### src/rtl/ones_stats_pkg.sv
// ones_stats_pkg: shared state encoding and width helpers for the ones-count window statistics block
package ones_stats_pkg;
  typedef enum logic {ACCUM, HOLD} state_t;
  function automatic int sum_width(input int cnt_w, input int win_len);
    return cnt_w + $clog2(win_len);
  endfunction
  function automatic int n_width(input int win_len);
    return $clog2(win_len + 1);
  endfunction
endpackage

### src/rtl/ones_stats_acc.sv
// ones_stats_acc: running sum/max/min/sample-index datapath with clear and load strobes
module ones_stats_acc #(
  parameter int CNT_W = 5,
  parameter int SUM_W = 8,
  parameter int N_W = 4
) (
  input  logic             clk,
  input  logic             reset,
  input  logic             clear,
  input  logic             load,
  input  logic [CNT_W-1:0] cnt,
  output logic [N_W-1:0]   idx,
  output logic [SUM_W-1:0] nxt_sum,
  output logic [CNT_W-1:0] nxt_max,
  output logic [CNT_W-1:0] nxt_min,
  output logic [N_W-1:0]   nxt_idx
);
  logic [SUM_W-1:0] sum;
  logic [CNT_W-1:0] max_q, min_q;
  // nxt_* already include this cycle's sample so a closing window can capture it directly
  always_comb begin
    nxt_sum = load ? sum + SUM_W'(cnt) : sum;
    nxt_max = (load && cnt > max_q) ? cnt : max_q;
    nxt_min = (load && cnt < min_q) ? cnt : min_q;
    nxt_idx = load ? idx + 1'b1 : idx;
  end
  always_ff @(posedge clk)
    if (!reset || clear) begin
      sum   <= '0;
      max_q <= '0;
      min_q <= '1;
      idx   <= '0;
    end else begin
      sum   <= nxt_sum;
      max_q <= nxt_max;
      min_q <= nxt_min;
      idx   <= nxt_idx;
    end
endmodule

### src/rtl/ones_window_stats.sv
// ones_window_stats: windowed sum/max/min/threshold statistics over popcount samples with valid/ready on both sides
module ones_window_stats
  import ones_stats_pkg::*;
#(
  parameter int CNT_W = 5,
  parameter int WIN_LEN = 8,
  parameter int SUM_W = sum_width(CNT_W, WIN_LEN),
  parameter int N_W = n_width(WIN_LEN),
  parameter int THRESH = 64
) (
  input  logic             clk,
  input  logic             reset,
  input  logic             in_valid,
  output logic             in_ready,
  input  logic [CNT_W-1:0] in_cnt,
  input  logic             flush,
  output logic             out_valid,
  input  logic             out_ready,
  output logic [SUM_W-1:0] out_sum,
  output logic [CNT_W-1:0] out_max,
  output logic [CNT_W-1:0] out_min,
  output logic [N_W-1:0]   out_n,
  output logic             out_over
);
  state_t state;
  logic xfer_in, xfer_out, close;
  logic [N_W-1:0] idx, nxt_idx;
  logic [SUM_W-1:0] nxt_sum;
  logic [CNT_W-1:0] nxt_max, nxt_min;
  assign in_ready  = state == ACCUM;
  assign out_valid = state == HOLD;
  always_comb begin
    xfer_in  = in_valid && in_ready;
    xfer_out = out_valid && out_ready;
    close    = in_ready && ((xfer_in && idx == N_W'(WIN_LEN - 1)) || (flush && (xfer_in || idx != '0)));
  end
  ones_stats_acc #(.CNT_W(CNT_W), .SUM_W(SUM_W), .N_W(N_W)) u_acc (
    .clk     (clk),
    .reset   (reset),
    .clear   (xfer_out),
    .load    (xfer_in),
    .cnt     (in_cnt),
    .idx     (idx),
    .nxt_sum (nxt_sum),
    .nxt_max (nxt_max),
    .nxt_min (nxt_min),
    .nxt_idx (nxt_idx)
  );
  always_ff @(posedge clk)
    if (!reset) begin
      state    <= ACCUM;
      out_sum  <= '0;
      out_max  <= '0;
      out_min  <= '0;
      out_n    <= '0;
      out_over <= 1'b0;
    end else if (state == ACCUM) begin
      if (close) begin
        state    <= HOLD;
        out_sum  <= nxt_sum;
        out_max  <= nxt_max;
        out_min  <= nxt_min;
        out_n    <= nxt_idx;
        out_over <= nxt_sum >= SUM_W'(THRESH);
      end
    end else if (out_ready) begin
      state <= ACCUM;
    end
endmodule

### config.mk
export PLATFORM = sky130hd
export DESIGN_NAME = ones_window_stats
export DESIGN_NICKNAME = d
export VERILOG_FILES = /design/src/rtl/ones_stats_pkg.sv /design/src/rtl/ones_stats_acc.sv /design/src/rtl/ones_window_stats.sv
export SDC_FILE = /design/constraint.sdc
export NUM_CORES = 1
export LEC_CHECK = 0
export ABC_AREA = 1
export CAP_MARGIN = 15
export CORE_MARGIN = 8
export CORE_UTILIZATION = 50
export DETAILED_ROUTE_END_ITERATION = 12
export PLACE_DENSITY_LB_ADDON = 0.1
export SETUP_SLACK_MARGIN = 0.3
export SLEW_MARGIN = 5
export SYNTH_ARGS = -nofsm -noshare
export SYNTH_HDL_FRONTEND = slang
export SYNTH_HIERARCHICAL = 1
export SYNTH_SLANG_ARGS = --single-unit
### constraint.sdc
create_clock -name clk -period 4.13 [get_ports clk]
set_input_delay 0.826 -clock clk [delete_from_list [all_inputs] [get_ports clk]]
set_output_delay 0.826 -clock clk [all_outputs]
set_load 0.02 [all_outputs]
==> metrics.cfg <==
[run_status]
status = finished, final reports clean

[floorplan]
die_w_um = 87.5
die-height_um = 87.5
fp.dieArea_mm2 = 0.00766
row_count = 26
initial_core_utilization = 0.510
boundaryPins = 35
floorplan.core_area_mm2 = 0.00501

[global_routing]
globalRoute.totalOverflow = 0
grt_pass1_vias = 2205
grt_first_pass_wirelength_mm = 9.82
antenna_found_initial = 0
grt_max_degree = 45
grt_use_total = 0.163

[cts]
cts_tree = built
cts_repair_resize_count = 0
cts.repair_timing.setup_buffer_count = 0
cts-htree-levels = 2
cts_buffers = 5
cts.root.buffer_cell = sky130_fd_sc_hd__clkbuf_8
postCtsHoldBufs = 0
clk_pin_slew_worst_paths_ns = 0.09
clock_path_buffers = 2
clock_insertion_delay_worst_skew_ns = 0.30
cts_sinks = 46

[routing]
postRouteAntennaNets = 0
drt-pass1-iter-count = 6
vias = 2323
drc_errors = 0
routed_wl_mm = 5.74
wl_per_cell_um = 12.1
vias_cell = 4.89
drt_iter0_drc = 114

[worst_setup_path]
timing.reg2reg.setup_slack_ns = 2.13
setup.worst_path.start = in_cnt[0]
worstReg2RegStart = out_valid
worstSetupStartpointType = input port
critPathMaxFanout = 3
cp.required_ns = 4.34
timing.critical_path.to_type = flip-flop
r2r.worst_path.cells = 13
crit_arrival_ns = 2.82
timing_worst_setup_path_type = input port to flip-flop
reg2reg_to = out_max[0]

[synthesis]
post_synth.cell_area_avg_um2 = 6.83
synthesis.nets = 400
synth_top_cell_by_area = sky130_fd_sc_hd__dfxtp_1
synth.most_common_cell = sky130_fd_sc_hd__nand2_1
synth_top_cells_by_area = sky130_fd_sc_hd__dfxtp_1, sky130_fd_sc_hd__nand2_1, sky130_fd_sc_hd__inv_1
yosys.area.top_type_share = 0.360
postSynthCellCount = 374
synth.ff_latch_count = 46
synth.yosys.warnings = 6
yosys_most_used_dff = sky130_fd_sc_hd__dfxtp_1
syn_area_mm2 = 0.00256
synth-async-reset-ratio = 0
synth.top_cells.by_count = sky130_fd_sc_hd__nand2_1, sky130_fd_sc_hd__inv_1, sky130_fd_sc_hd__dfxtp_1
yosysSeqAreaShare = 0.360
ys_types = 28
synth_edf_count = 0

[flow_run]
cap_viol_max_count = 0

[layout]
area.growth.synth_to_final_pct = 18.4
num-fill-cells = 522
layout.cell_area.non_filler_mm2 = 0.00303
drive_gt1_frac = 0.0716
num_antenna_cells = 0
design.final.nets = 430
finalCoreUtilization = 0.604
final_cell_count_no_fill = 475

[worst_hold_path]
whs_endpoint = out_max[1]
min-delay-path-class = flip-flop to flip-flop
min_from = out_max[1]
hold_path_depth = 2

[timing]
setup_total_negative_slack_ns = 0
timing.final.hold_violations = 0
timing.final.crit_share = 0.631
holdWs_ns = 0.485
fmax_ghz = 0.383
fin_skew_ns = 0.00435
final.min_clock_period_ns = 2.61
worst_slew_pin_slew_ns = 0.593
final_max_slew_viol_count = 0
final-setup-viol-count = 0
timing.max_slew.rel_slack = 0.604
rsz_0062_raised_after_global_routing = no

[placement]
dpl.hpwl_mm = 4.19
dp.cells = 467
gp_congestion = 0.800
dpl_cell_area_mm2 = 0.00292
port-buffer-count = 34

[pwr]
swShare = 0.339
power.density_cell_area_mw_per_mm2 = 412
seq_power_share = 0.417
switching_power_uw = 422
combinationalPowerShare = 0.308
worst_vdd_drop_uv = 236
internal-power_uw = 825
clock_power_share = 0.275
power_leakage_uw = 0.00154

## state kept, by name (all words and copies together) (netlist names)
register     flops
out_max          5
out_min          5
out_n            4
out_over         1
out_sum          8
out_valid        1
u_acc/idx        4
u_acc/max_q      5
u_acc/min_q      5
u_acc/sum        8
## metal layers
layer  GRT usage  routed length, um  vias to the layer above
li1            -                  -                     1225
met1       0.183               2590                     1051
met2       0.286               2790                       34
met3      0.0368                205                       13
met4      0.0719                145                        0
met5           0                  0                        -
## power groups by stage
stage	Combinational [uW]	Sequential [uW]	Clock [uW]
after global routing	435	527	367
after global placement	381	529	0
final	384	519	343
after CTS	387	520	351
after detailed placement	386	530	0
after floorplan	240	559	0
## worst max-delay path by stage
stage                  to
6_report       out_sum[6]
2_1_floorplan    out_over
4_1_cts          out_over
5_1_grt        out_sum[6]
3_3_place_gp     out_over
3_5_place_dp     out_over
## critical path, cell delays in order
cell and delay [ns]:
sky130_fd_sc_hd__clkdlybuf4s50_1 0.53, sky130_fd_sc_hd__ha_1 0.19, sky130_fd_sc_hd__inv_1 0.06, sky130_fd_sc_hd__fa_1 0.35, sky130_fd_sc_hd__inv_1 0.09, sky130_fd_sc_hd__nand3_1 0.07, sky130_fd_sc_hd__nand2_1 0.09, sky130_fd_sc_hd__nand2_1 0.07
sky130_fd_sc_hd__nand2_1 0.08, sky130_fd_sc_hd__nand2_1 0.05, sky130_fd_sc_hd__nand2_1 0.07, sky130_fd_sc_hd__nand2_1 0.06, sky130_fd_sc_hd__inv_1 0.07, sky130_fd_sc_hd__nand3_1 0.07, sky130_fd_sc_hd__nand2_1 0.09, sky130_fd_sc_hd__nor2_1 0.04
## metrics by stage
step	power, uW	worst slack (ns)
floorplan	799	1.94
global placement	910	1.22
detailed placement	916	1.20
CTS	1260	1.53
global route	1330	1.30
finish	1250	1.52
## kinds of logic after synthesis
family / count (synthesis) / share of synthesized area
flip-flops: 46 / 0.360
XOR/XNOR: 2 / 0.00685
adder cells (fa/ha/maj): 16 / 0.0813
AND/OR/NAND/NOR: 191 / 0.332
buffers and inverters: 79 / 0.129
AO/OA/AOI/OAI: 40 / 0.0901
## final cells by class
class                      instances  area (um^2)  share of cell area
sequential                        46          921               0.304
timing repair buffer              36          355               0.117
tap                               70         87.6              0.0289
clock buffer                       6         72.6              0.0240
inverter                          66          248              0.0819
multi-input combinational        249         1310               0.431
clock inverter                     2         37.5              0.0124
## cells in the final DEF (no fill, tap or decap), drive strengths merged
master	count
and2	1
nor2	41
nor3	1
or2	2
nand3	41
fa	1
a211oi	1
ha	15
a21oi	35
dfxtp	46
clkinvlp	1
xor2	1
inv	66
buf	2
bufinv	1
xnor2	1
nand4	6
clkbuf	6
nand2	95
nand3b	4
o21ai	4
clkdlybuf4s50	34
Note: power is estimated with default switching activity, not from simulation.
